`src/rtl/cache_pkg.sv`:
```
`default_nettype none
// ============================================================================
//  Module      : cache_pkg
//  Description : Definitions shared by the I-cache, the D-cache and the
//                cache/memory arbiter: arbiter state encoding, sram-like
//                access-size encoding and the grant-bit meanings.
//  Revision    : 1.0 - initial release
// ============================================================================
package cache_pkg;

  // Arbiter transaction state. ADDR and DATA differ only in bit 1, so
  // "a transaction is in flight" is simply bit 0.
  typedef enum logic [1:0] {
    IDLE = 2'b00,
    ADDR = 2'b01,
    DATA = 2'b11
  } arb_state_e;

  // sram-like access sizes
  localparam logic [1:0] SIZE_BYTE = 2'b00;
  localparam logic [1:0] SIZE_HALF = 2'b01;
  localparam logic [1:0] SIZE_WORD = 2'b10;

  // Meaning of the grant / last_grant bits
  localparam logic GRANT_INST = 1'b0;
  localparam logic GRANT_DATA = 1'b1;

endpackage : cache_pkg
`default_nettype wire

```
`src/rtl/rr_grant2.sv`:
```
`default_nettype none
// ============================================================================
//  Module      : rr_grant2
//  Description : Two-input tie-break for the cache/memory arbiter. Returns
//                the grant bit (GRANT_INST / GRANT_DATA) for the current
//                request pair. With ROUND_ROBIN=1 a tie goes to the side not
//                granted last; with ROUND_ROBIN=0 the data side wins ties.
//  Ports       : inst_req, data_req - pending requests
//                last_grant         - side granted by the previous transaction
//                grant              - selected side (only meaningful when at
//                                     least one request is high)
//  Revision    : 1.0 - initial release
// ============================================================================
module rr_grant2
  import cache_pkg::*;
#(
  parameter int unsigned ROUND_ROBIN = 1
) (
  input  logic inst_req,
  input  logic data_req,
  input  logic last_grant,
  output logic grant
);

  always_comb begin
    grant = last_grant;
    if (inst_req && !data_req) begin
      grant = GRANT_INST;
    end else if (data_req && !inst_req) begin
      grant = GRANT_DATA;
    end else if (inst_req && data_req) begin
      grant = (ROUND_ROBIN != 0) ? ~last_grant : GRANT_DATA;
    end
  end

endmodule : rr_grant2
`default_nettype wire

```
`src/rtl/cache_mem_arbiter.sv`:
```
`default_nettype none
// ============================================================================
//  Module      : cache_mem_arbiter
//  Description : Shares one sram-like memory port between the I-cache and the
//                D-cache. One transaction outstanding at a time; handshakes
//                and read data are routed back to the granted cache, and a
//                completed-transaction counter is kept per requester.
//  Ports       : clk, resetn               - clock, async active-low reset
//                inst_* / data_*           - cache-side sram-like ports
//                mem_*                     - bridge-side sram-like port
//                inst_cnt, data_cnt        - completed transactions (wrapping)
//  Revision    : 1.0 - initial release
// ============================================================================
module cache_mem_arbiter
  import cache_pkg::*;
#(
  parameter int unsigned ROUND_ROBIN = 1,
  parameter int unsigned CNT_WIDTH   = 32
) (
  input  logic                 clk,
  input  logic                 resetn,
  // I-cache side
  input  logic                 inst_req,
  input  logic                 inst_wr,
  input  logic [1:0]           inst_size,
  input  logic [31:0]          inst_addr,
  input  logic [31:0]          inst_wdata,
  output logic [31:0]          inst_rdata,
  output logic                 inst_addr_ok,
  output logic                 inst_data_ok,
  // D-cache side
  input  logic                 data_req,
  input  logic                 data_wr,
  input  logic [1:0]           data_size,
  input  logic [31:0]          data_addr,
  input  logic [31:0]          data_wdata,
  output logic [31:0]          data_rdata,
  output logic                 data_addr_ok,
  output logic                 data_data_ok,
  // Bridge side
  output logic                 mem_req,
  output logic                 mem_wr,
  output logic [1:0]           mem_size,
  output logic [31:0]          mem_addr,
  output logic [31:0]          mem_wdata,
  input  logic [31:0]          mem_rdata,
  input  logic                 mem_addr_ok,
  input  logic                 mem_data_ok,
  // Performance counters
  output logic [CNT_WIDTH-1:0] inst_cnt,
  output logic [CNT_WIDTH-1:0] data_cnt
);

  arb_state_e           state_q, state_d;
  logic                 grant_q, grant_d;
  logic                 last_grant_q, last_grant_d;
  logic [CNT_WIDTH-1:0] inst_cnt_q, inst_cnt_d;
  logic [CNT_WIDTH-1:0] data_cnt_q, data_cnt_d;

  logic                 arb_grant;
  logic                 addr_ack;
  logic                 data_ack;
  logic                 bus_en;

  rr_grant2 #(
    .ROUND_ROBIN (ROUND_ROBIN)
  ) u_rr_grant2 (
    .inst_req   (inst_req),
    .data_req   (data_req),
    .last_grant (last_grant_q),
    .grant      (arb_grant)
  );

  // --------------------------------------------------------------------------
  // State register
  // --------------------------------------------------------------------------
  always_ff @(posedge clk or negedge resetn) begin
    if (!resetn) begin
      state_q      <= IDLE;
      grant_q      <= GRANT_INST;
      last_grant_q <= GRANT_INST;
      inst_cnt_q   <= '0;
      data_cnt_q   <= '0;
    end else begin
      state_q      <= state_d;
      grant_q      <= grant_d;
      last_grant_q <= last_grant_d;
      inst_cnt_q   <= inst_cnt_d;
      data_cnt_q   <= data_cnt_d;
    end
  end

  // --------------------------------------------------------------------------
  // Next state and handshake decode
  // --------------------------------------------------------------------------
  always_comb begin
    state_d      = state_q;
    grant_d      = grant_q;
    last_grant_d = last_grant_q;
    inst_cnt_d   = inst_cnt_q;
    data_cnt_d   = data_cnt_q;
    mem_req      = 1'b0;
    addr_ack     = 1'b0;
    data_ack     = 1'b0;
    bus_en       = 1'b0;

    case (state_q)
      IDLE: begin
        if (inst_req || data_req) begin
          grant_d = arb_grant;
          state_d = ADDR;
        end
      end
      ADDR: begin
        mem_req = 1'b1;
        bus_en  = 1'b1;
        if (mem_addr_ok) begin
          addr_ack = 1'b1;
          // The bridge may return data in the same cycle it accepts the
          // address; the transaction then never visits DATA.
          if (mem_data_ok) begin
            data_ack = 1'b1;
            state_d  = IDLE;
          end else begin
            state_d  = DATA;
          end
        end
      end
      DATA: begin
        // Keep the mux on the granted side so the bridge sees a stable
        // address/write data until the data phase completes.
        bus_en = 1'b1;
        if (mem_data_ok) begin
          data_ack = 1'b1;
          state_d  = IDLE;
        end
      end
      default: begin
        state_d = IDLE;
      end
    endcase

    // Every completion, including the coincident-ack case, updates the
    // round-robin history and the owning counter.
    if (data_ack) begin
      last_grant_d = grant_q;
      if (grant_q == GRANT_DATA) begin
        data_cnt_d = data_cnt_q + CNT_WIDTH'(1);
      end else begin
        inst_cnt_d = inst_cnt_q + CNT_WIDTH'(1);
      end
    end
  end

  // --------------------------------------------------------------------------
  // Request mux toward the bridge; forced to zero while idle
  // --------------------------------------------------------------------------
  always_comb begin
    mem_wr    = 1'b0;
    mem_size  = 2'b00;
    mem_addr  = 32'h0;
    mem_wdata = 32'h0;
    if (bus_en) begin
      if (grant_q == GRANT_DATA) begin
        mem_wr    = data_wr;
        mem_size  = data_size;
        mem_addr  = data_addr;
        mem_wdata = data_wdata;
      end else begin
        mem_wr    = inst_wr;
        mem_size  = inst_size;
        mem_addr  = inst_addr;
        mem_wdata = inst_wdata;
      end
    end
  end

  // --------------------------------------------------------------------------
  // Acknowledge routing and read data
  // --------------------------------------------------------------------------
  assign inst_addr_ok = addr_ack && (grant_q == GRANT_INST);
  assign data_addr_ok = addr_ack && (grant_q == GRANT_DATA);
  assign inst_data_ok = data_ack && (grant_q == GRANT_INST);
  assign data_data_ok = data_ack && (grant_q == GRANT_DATA);

  // Read data is broadcast; only the matching data_ok qualifies it.
  assign inst_rdata = mem_rdata;
  assign data_rdata = mem_rdata;

  assign inst_cnt = inst_cnt_q;
  assign data_cnt = data_cnt_q;

endmodule : cache_mem_arbiter
`default_nettype wire

```
`config.mk`:
```
export PLATFORM = sky130hd
export DESIGN_NAME = cache_mem_arbiter
export DESIGN_NICKNAME = d
export VERILOG_FILES = /design/src/rtl/cache_pkg.sv /design/src/rtl/rr_grant2.sv /design/src/rtl/cache_mem_arbiter.sv
export SDC_FILE = /design/constraint.sdc
export NUM_CORES = 1
export LEC_CHECK = 0
export ABC_AREA = 1
export CAP_MARGIN = 10
export CORE_AREA = 2 2 144 146
export DETAILED_ROUTE_END_ITERATION = 10
export DIE_AREA = 0 0 146 148
export PLACE_DENSITY = 0.73
export SLEW_MARGIN = 20
export SYNTH_ARGS = -nofsm -noshare
export SYNTH_HDL_FRONTEND = slang
export SYNTH_SLANG_ARGS = --single-unit
```
`constraint.sdc`:
```
create_clock -name clk -period 1.8 [get_ports clk]
set_clock_uncertainty 0.1 [all_clocks]
set_input_delay 0.36 -clock clk [delete_from_list [all_inputs] [get_ports clk]]
set_output_delay 0.36 -clock clk [all_outputs]
set_load 0.02 [all_outputs]
```
# After elaboration in Yosys (flattened, before gate mapping)
# Index checks and enable logic that the tools add are counted.
# op_classes
n_reduce_logical,16
n_eq_ne,5
n_bitwise,2
add_sub_neg,2
n_mux,23
# op_table
op,count
2-to-1 mux 32 bit,4
adder 32 x 1 -> 32 bit (second input constant),2
2-to-1 mux 2 bit,6
2-to-1 mux 1 bit,11
logical AND 1 bit,7
inequality test 2 bit (second input constant),3
one-hot mux 2 bit (3 select lines),1
AND reduction 2 bit,3
AND reduction 3 bit,1
equality test 2 x 1 -> 1 bit (second input constant),1
equality test 2 bit (second input constant),1
zero test 1 bit,2
zero test 2 bit,1
inverter 1 bit,2
one-hot mux 1 bit (2 select lines),1
OR reduction 2 bit,1
logical OR 1 bit,1
# word_totals
regBits,68
word_cells,53
out_inout_bits,200
in_bits,172

# Logic depth before layout (Yosys ltp)
# depth
depth_word,4
depth_mapped,10
ltp_nobuf,10

# Cells and area by module
# A second synthesis with hierarchy kept.
# unflattened
hier_cells,831
hier_area_um2,5347.6
# modules_own_cells
module,n_inst,area_per_inst_um2,cells_per_inst,seq_area_each_um2
cache_mem_arbiter,1,5328.9,826,1701.6
rr_grant2,1,18.8,5,0.0

# Least setup slack after synthesis
# OpenSTA, ideal clock, no wires.
# synth_path
path_kind,register to output
startpoint,register grant_q
endpoint,output port mem_wdata[12]
path_stages_with_launch,7
required_time_ps,1340
n_path_buf,3
t_arrival_ps,1500
path_slack_ps,-160
path_cell_list,dfrtp_1 buf_2 inv_2 buf_2 clkbuf_1 nor2_1 nor2_1
# synth_via
elab_chain_cells,2
# synth_rtl
element,line,text
"start, declared",cache_mem_arbiter.sv:55,"logic grant_q, grant_d;"
"start signal, assigned",cache_mem_arbiter.sv:86,grant_q <= grant_d;
2-to-1 mux 32 bit,cache_mem_arbiter.sv:164,if (grant_q == GRANT_DATA) begin
2-to-1 mux 32 bit,cache_mem_arbiter.sv:163,if (bus_en) begin
"end, declared",cache_mem_arbiter.sv:45,"output logic [31:0] mem_wdata,"
# Every way passes these cells.

# Worst setup path after layout
# layout_path
startpoint,register grant_q
endpoint,output port mem_addr[20]
# layout_via
elab_chain_cells,2
# layout_rtl
element,line,text
2-to-1 mux 32 bit,cache_mem_arbiter.sv:164,
2-to-1 mux 32 bit,cache_mem_arbiter.sv:163,
"end, declared",cache_mem_arbiter.sv:44,"output logic [31:0] mem_addr,"
# Every way passes these cells.

==> results.yml <==
clocking:
  clock_path_buffers: 2
  path_clk_slew_ns: 0.06
  cts-root-buf: "clkbuf_16"
  numCtsBuffers: 9
  tritoncts: "built"
  insertion_delay_ns: 0.34
  cts_max_level: 3
  cts.sinks: 68
global_routing:
  grt-busiest-layer: "met2"
  overflow: 0
  globalRouteTotalUtil_pct: 23.50
  grt.met2_usage_pct: 41.72
  grt_pass1_wl_um: 38810
  grt_pass1_vias: 6490
  grtUsageMet1_pct: 28.60
  antenna_found_initial: 1
  grt_max_degree: 60
  globalRouteMet3Util_pct: 6.728
sta:
  fmax_mhz: 486.4
  hold_viol_final: 0
  worstMarginPinSlew_ns: 0.3788
  tns_ns: -16.12
  min_period_ns: 2.056
  report.final.slew_viol_count: 0
  fin_crit_sh_pct: 114.2
  slew_headroom_pct: 74.66
  grt_setup_unrepaired: "yes"
  setup_violations: 119
  whs_ns: 0.3399
  setup_ws_ns: -0.2560
logic_synthesis:
  synth_top_area_share_pct: 32.44
  synth.avg_cell_area_sq_um: 6.499
  netlist_area_sq_um: 5245
  synth-seq-area-share_pct: 32.44
  synthTopCellsByArea: "dfrtp_1 32%, nor2_1 15%, nand2_1 12%"
  ys_seq_elements: 68
  yosysTopAreaCell: "dfrtp_1"
  yosys.cell_types.count: 31
  postSynthCellCount: 807
  synth_nets: 981
  yosys_warnings: 0
critical_path:
  critPathRequiredTime_ns: 1.34
  crit_family: "buffers and inverters"
  cp_cell_sequence: "buf_8 -> buf_12 -> buf_4 -> o21ai_2 -> nor2_1 -> buf_4"
  path_class: "flip-flop to output pin"
  r2r.worst_path.cells: 12
  crit_top_cell: "buf_4"
  slowest_delay_ns: 0.47
  arrival_ns: 1.60
  critPathMaxFanout: 7
  crit_buf_inv: 4
  setup.worst_path.end_class: "output pin"
  r2r_start: "state_q[0]"
  cpMaxStageDelayCell: "dfrtp_2"
  rr_endpoint: "data_cnt[14]"
  crit_path_start_kind: "flip-flop"
  r2r_setup_slack_ns: -0.16
die:
  die_h_um: 148
  fp-row-count: 52
  die_w_um: 146
  coreArea_sq_um: 20040
  dieArea_sq_um: 21610
  ios: 372
  start_util_pct: 26.17
routing:
  drc: 0
  vias: 6473
  drtPass1Iterations: 4
  drtIter0Drc: 229
  wl_per_cell_um: 19.27
  viasPerCell: 4.660
  ant_nets: 0
  wirelength_um: 26770
place:
  port_buffers: 275
  dpl_cell_area_sq_um: 8362
  dp_hpwl_um: 19310
  gp_congestion: 0.8572
final_layout:
  finalNetCount: 1287
  drive_gt1_share_pct: 34.65
  syn2layout_area_growth_pct: 95.80
  fillers: 1883
  finish.instance_area_sq_um: 10270
power:
  p_total_uw: 13070
  p_leak_uw: 0.004884
  power-per-cell-area_nw_per_um2: 1273
  peakVddDrop_uv: 612.2
status:
  status: "finished, violations left"
  violations: "negative setup slack"
flow_run:
  maxCapViolCount: 0
worst_hold_path:
  hold_path_class: "primary input to asynchronous set/reset pin"
-- cell type report --
type                       instances  area (sq um)  area share (%)
sequential                        68          1704           16.59
clock inverter                     2         10.01         0.09747
tap                              270         337.8           3.289
clock buffer                      13         260.3           2.534
timing repair buffer             383          4114           40.06
multi-input combinational        580          3565           34.71
inverter                          71         274.0           2.668
antenna                            2         5.005         0.04873
-- cells by family after synthesis --
| kind of cell | Yosys count | share of synthesized area, % |
|---|---|---|
| DFF | 68 | 32.44 |
| buffers and inverters | 159 | 16.17 |
| and+or+nand+nor | 468 | 38.00 |
| adders and majority gates | 2 | 0.4770 |
| AOI/OAI and AO/OA | 77 | 7.395 |
| xor gates and xnor gates | 33 | 5.511 |
-- synthesized netlist by cell type --
library cell / instances
nand2_4: 2
inv_2: 2
nor4_1: 1
nor3_4: 2
nor3_1: 9
or2_2: 2
nand2_1: 169
buf_6: 1
nor2_8: 1
buf_4: 64
xnor2_1: 14
nand2_2: 2
nand3b_1: 7
o21ai_0: 75
nand3_1: 36
o21bai_1: 1
nor2_2: 2
nand3_2: 1
o21ai_1: 1
buf_1: 6
nor3_2: 1
dfrtp_1: 68
nor2_1: 216
nand4_1: 10
inv_1: 69
nor2_4: 5
xor2_1: 19
clkbuf_1: 14
ha_1: 2
and2_1: 2
buf_2: 3
-- cell usage in the layout, fill, tap and decap left out, drive strengths merged, types with 12 or more instances in the layout --
cell type      count
clkbuf            16
nor3              12
buf              175
xor2              19
nand3             37
o21ai             76
dfrtp             68
clkdlybuf4s50    138
nor2             224
dlygate4sd2       62
inv               71
xnor2             14
nand2            173
-- state kept, by name, indices dropped and copies added, names as in the netlist --
signal	flops
data_cnt	32
state_q	2
last_grant_q	1
inst_cnt	32
grant_q	1
-- through the flow --
step                instances  util, %  setup WS (ns)
finish                   1389    51.25        -0.2560
global route             1387    51.22        -0.3093
CTS                      1367    47.96        -0.2905
detailed placement       1316    41.73        -0.5635
global placement         1316    41.73        -0.5685
floorplan                 807        -       -0.09526
-- worst max path at each step --
stage / from / to / slack [ns] / cells after the start
2_1_floorplan: grant_q / mem_wdata[12] / -0.1 / 6
3_3_place_gp: mem_data_ok / inst_data_ok / -0.57 / 4
3_5_place_dp: mem_data_ok / inst_data_ok / -0.56 / 4
4_1_cts: grant_q / mem_addr[3] / -0.29 / 7
5_1_grt: grant_q / mem_addr[28] / -0.31 / 7
6_report: grant_q / mem_addr[20] / -0.26 / 6
-- report_power, final --
part           leakage [uW]  switching (uW)  internal, uW  total [uW]
sequential         0.000913             173          1660        1840
combinational       0.00384            4840          4740        9580
clock              0.000135             659           996        1660
-- layer usage --
layer,wire length [um],part of all wire [%]
met1,10970,41
met2,13540,51
met5,0,0
met4,428,1.6
met3,1833,6.8
-- timing repair --
| item | CTS | global route |
|---|---|---|
| hold buffers | 1 | 0 |
| gates cloned | 9 | 3 |
| gates resized for setup | 579 | 122 |
| setup endpoints to repair | 161 | 129 |
| endpoints found under the hold margin | 9 | 0 |
| pin swaps | 48 | 37 |
| setup buffers | 29 | 20 |
Note: power is estimated with default switching activity, not from simulation.
==> RTL change 1 (same settings) <==
Reset style: synchronous (`resetn`), changed in one clocked block. Comments in the files are not updated.
--- a/src/rtl/cache_mem_arbiter.sv
+++ b/src/rtl/cache_mem_arbiter.sv
@@ -74,7 +74,7 @@
   // --------------------------------------------------------------------------
   // State register
   // --------------------------------------------------------------------------
-  always_ff @(posedge clk or negedge resetn) begin
+  always_ff @(posedge clk) begin
     if (!resetn) begin
       state_q      <= IDLE;
       grant_q      <= GRANT_INST;
Check against the original RTL: differs if resetn is asserted again (counterexample within 4 cycles, from zero or initial values and one cycle with resetn low); with resetn held inactive, the same outputs for 4 cycles.
==> RTL change 1 against the original RTL <==
The run still ends with setup timing left. Critical path type unchanged. Register-to-register slack improved by 0.22 ns. Largest cell class unchanged. Worst hold slack improved by 0.034 ns. Setup slack gained 0.13 ns. Cell area decreased by 10%. Cell count is 3.1% higher. Routed wire length down 5.7%. Non-clock buffer count is 37 lower. Sequential cell count unchanged. Synthesized area decreased by 0.86%. Highest routed layer unchanged. Utilization fell by 5.2 points. Count of clock-buffer cells in the layout down 2.
Power is not compared: it rests on default switching activity, and its combinational part moved more than twofold at a synthesized area within 25%.
==> RTL change 1: results (changes against the original RTL) <==
stage,metric,value,unit,change
worst_setup_path,Crit. Startpoint,grant_q,,unchanged
timing,total negative slack for setup checks,-4.80,ns,was -16.12 ns
worst_setup_path,Critical path destination,mem_wdata[12],,was mem_addr[20]
place,number of cells after detailed placement,1397,,was 1316
routing,initial detailed-routing violation count,305,,was 229
routing,TritonRoute pass-1 iters,5,,was 4
synthesis,Async SR Flop Fraction,0,%,was 100%
place,Setup WS pre-CTS,-0.605,ns,was -0.564 ns
routing,amount of wire on met2 after detailed routing,12.0,mm,was 13.5 mm
min_path,Hold Path Class,reg -> reg,,was in -> async
status,result of the run,finished with violations,,unchanged
finish,clock network area share,3.01,%,was 2.63%
routing,vias after detailed routing,6634,,was 6473
place,GP Congestion,0.864,,was 0.857
finish,Clock buffer cells,11,,was 13
status,failing checks,setup timing,,unchanged
timing,final worst slack,-0.126,ns,was -0.256 ns
worst_setup_path,slowest stage cell on the critical path,sky130_fd_sc_hd__dfxtp_4,,was sky130_fd_sc_hd__dfrtp_2
worst_setup_path,endpoint of the worst register-to-register path,data_cnt[14],,unchanged
worst_setup_path,number of cells on the worst reg-to-reg path,9,,was 12
timing,normalized max-slew margin,79.4,%,was 74.7%
finish,number of signal-net buffers in the layout,346,,was 383
finish,invs w/o clock,93,,was 71
finish,Layout area overhead,77.6,%,was 95.8%
routing,M1 WL,10.6,mm,was 11.0 mm
clocking,setup bufs post-CTS,9,,was 29
finish,final layout net count,1331,,was 1287
routing,wire length on met3,2.12,mm,was 1.83 mm
routing,drt total wl,25.2,mm,was 26.8 mm
global_routing,number of global-route vias before repair,6178,,was 6490
global_routing,maximum number of pins on one net before global-route repair,34,,was 60
finish,layout multi-input combinational cell count,639,,was 580
global_routing,total global-route track usage,22.2,%,was 23.5%
synthesis,number of cells produced by synthesis,895,,was 807
finish,fraction of area in multi-input gates,35.8,%,was 34.7%
global_routing,met3 Track Usage GR,7.13,%,was 6.73%
synthesis,sequential share of the synthesized area,26.2,%,was 32.4%
clocking,Resize count post-CTS,492,,was 579
timing,Setup-failing EPs final,69,,was 119
synthesis,Synthesized Nets,1069,,was 981
synthesis,predominant post-synthesis flop cell,sky130_fd_sc_hd__dfxtp_1,,was sky130_fd_sc_hd__dfrtp_1
place,detailed placement HPWL,18.4,mm,was 19.3 mm
worst_setup_path,longest individual stage delay on the worst path,0.40,ns,was 0.47 ns
place,total cell area at the placement stage,8190,sq um,was 8360 sq um
## RTL change 1: cell types whose count changed after synthesis, moves of 15 or more
cell	change
sky130_fd_sc_hd__dfrtp_1	-68
sky130_fd_sc_hd__dfxtp_1	+68
sky130_fd_sc_hd__inv_1	+22
sky130_fd_sc_hd__a21oi_1	+28
sky130_fd_sc_hd__nor2_1	+30
sky130_fd_sc_hd__o21ai_0	+15
sky130_fd_sc_hd__xor2_1	-15
## RTL change 1: cells by family after synthesis
kind of cell,after synthesis,share of synthesized area [%]
AOI/OAI and AO/OA,123,12.0
xor gates and xnor gates,4,0.674
adders and majority gates,2,0.481
buffers and inverters,190,18.8
DFF,68,26.2
and+or+nand+nor,508,41.8
## RTL change 1: power groups by stage
stage                     combinational, W  sequential, W  clock [W]
after global placement             0.00139        0.00156          0
after global routing               0.00189        0.00154    0.00176
final                              0.00180        0.00154    0.00165
after floorplan                   0.000762        0.00156          0
after detailed placement           0.00139        0.00156          0
after CTS                          0.00172        0.00154    0.00169
==> RTL change 2 (same settings) <==
Made on the original files. `ROUND_ROBIN` is set to 1 in 2 places; all go to 0. Comments in the files are not updated.
--- a/src/rtl/rr_grant2.sv
+++ b/src/rtl/rr_grant2.sv
@@ -14,7 +14,7 @@
 module rr_grant2
   import cache_pkg::*;
 #(
-  parameter int unsigned ROUND_ROBIN = 1
+  parameter int unsigned ROUND_ROBIN = 0
 ) (
   input  logic inst_req,
   input  logic data_req,
--- a/src/rtl/cache_mem_arbiter.sv
+++ b/src/rtl/cache_mem_arbiter.sv
@@ -14,7 +14,7 @@
 module cache_mem_arbiter
   import cache_pkg::*;
 #(
-  parameter int unsigned ROUND_ROBIN = 1,
+  parameter int unsigned ROUND_ROBIN = 0,
   parameter int unsigned CNT_WIDTH   = 32
 ) (
   input  logic                 clk,
Check against the original RTL: not equivalent (Yosys sat finds a counterexample within 4 cycles, from zero or initial values and one cycle with resetn low).
==> RTL change 2 against the original RTL <==
The run still ends with setup timing left. Synthesized area grew 0.72%. Count of clock-buffer cells in the layout unchanged. Die area stayed put. Sequential power barely moved. Power decreased by 18%. Sequential cell count shrank 1. Synthesized cell count decreased by 0.37%. Routed wire length decreased by 20%. Cell area fell by 13%. Setup slack better by 0.044 ns.
==> RTL change 2: results (changes against the original RTL) <==
stage,metric,value,unit,change
global_routing,met3 Track Usage GR,4.51,%,was 6.73%
global_routing,met2 Use GR,31.7,%,was 41.7%
worst_setup_path,longest individual stage delay on the worst path,0.42,ns,was 0.47 ns
routing,highest metal layer with signal wires,met4,,unchanged
routing,drt total wl,21.4,mm,was 26.8 mm
finish,final layout net count,1237,,was 1287
finish,antenna cell count,0,,was 2
worst_setup_path,R2R setup slack,-0.18,ns,was -0.16 ns
routing,vias after detailed routing,6126,,was 6473
status,result of the run,finished with violations,,unchanged
worst_setup_path,data arrival time at the worst-slack endpoint,1.55,ns,was 1.60 ns
timing,final worst slack,-0.212,ns,was -0.256 ns
timing,transition at the pin with the smallest max-transition slack,0.462,ns,was 0.379 ns
finish,number of inserted filler cells in the final layout,2048,,was 1883
place,total cell area at the placement stage,8280,sq um,was 8360 sq um
global_routing,global-route wire length before repair,31.2,mm,was 38.8 mm
power,cell leakage power,4.37,nW,was 4.88 nW
synthesis,biggest area contributors in the synthesized netlist,"sky130_fd_sc_hd__dfrtp_1 (32%), sky130_fd_sc_hd__nor2_1 (14%), sky130_fd_sc_hd__nand2_1 (12%)",,"was sky130_fd_sc_hd__dfrtp_1 (32%), sky130_fd_sc_hd__nor2_1 (15%), sky130_fd_sc_hd__nand2_1 (12%)"
routing,wire length on met3,1.59,mm,was 1.83 mm
worst_setup_path,critical-path maximum fanout,23,,was 7
synthesis,Synth cell types,29,,was 31
synthesis,mean instance size in the synthesized netlist,6.57,sq um,was 6.50 sq um
place,GP Congestion,0.909,,was 0.857
timing,hold slack,0.372,ns,was 0.340 ns
synthesis,top cell types by occurrence after synthesis,"sky130_fd_sc_hd__nor2_1 (204), sky130_fd_sc_hd__nand2_1 (165), sky130_fd_sc_hd__o21ai_0 (75)",,"was sky130_fd_sc_hd__nor2_1 (216), sky130_fd_sc_hd__nand2_1 (169), sky130_fd_sc_hd__o21ai_0 (75)"
global_routing,total global-route track usage,18.4,%,was 23.5%
status,failing checks,setup timing,,unchanged
routing,initial detailed-routing violation count,338,,was 229
routing,M1 WL,8.53,mm,was 11.0 mm
routing,amount of wire on met2 after detailed routing,10.6,mm,was 13.5 mm
timing,Setup-failing EPs final,87,,was 119
global_routing,initial antenna violation count,0,,was 1
synthesis,Synthesized Nets,978,,was 981
power,IR Drop Worst-Case VDD,0.862,mV,was 0.612 mV
global_routing,met1 usage,22.0,%,was 28.6%
routing,Routed WL per cell,16.0,um,was 19.3 um
-- RTL change 2: cell types whose count changed in the layout (fill, tap and decap cells not counted), sizes merged, moves of 3 or more --
cell / change
buf: -45
dlygate4sd2: -14
dlymetal6s2s: +13
nand4: +8
nand2: -5
nor2: -4
nand3: +3
nand3b: +3
-- RTL change 2: final timing paths --
| path | cells after the start | from | endpoint |
|---|---|---|---|
| max | 5 | grant_q | mem_wdata[24] |
| min in group clk | 2 | data_cnt[31] | data_cnt[31] |
| min | 2 | resetn | data_cnt[12] |
| max in group asynchronous | 3 | resetn | grant_q |
| max reg2reg | 10 | grant_q | inst_cnt[31] |
| min reg2reg | 2 | data_cnt[31] | data_cnt[31] |
-- RTL change 2: kinds of logic (layout without fill, tap and decap cells) --
| kind of cell | Yosys count | count (layout) | synth area share [%] |
|---|---|---|---|
| buf+inv | 159 | 422 | 16.3 |
| xor+xnor | 30 | 30 | 4.97 |
| flops | 67 | 67 | 31.7 |
| simple gates | 469 | 469 | 39.1 |
| compound gates | 77 | 77 | 7.41 |
| fa+ha+maj | 2 | 2 | 0.474 |
-- RTL change 2: repair_timing --
item / CTS / global route
resized for setup: 360 / 140
hold endpoints to repair: 14 / 0
gates cloned: 0 / 6
buffers inserted: 2 / 9
pin swaps: 10 / 17
setup endpoints to repair: 150 / 121
hold buffers: 1 / 0
-- RTL change 2: cell type report --
class,instances,area (sq um),area share [%]
timing repair buffer,337,3370,37.8
multi-input combinational,578,2980,33.5
sequential,67,1680,18.8
tap,270,338,3.79
clock buffer,13,270,3.03
inverter,70,265,2.98
clock inverter,2,10.0,0.112
-- RTL change 2: where the power goes --
group          switching, W  total [W]  internal [W]
combinational       0.00396    0.00725       0.00329
clock              0.000620    0.00165       0.00103
sequential         0.000199    0.00184       0.00164
total               0.00478     0.0107       0.00596
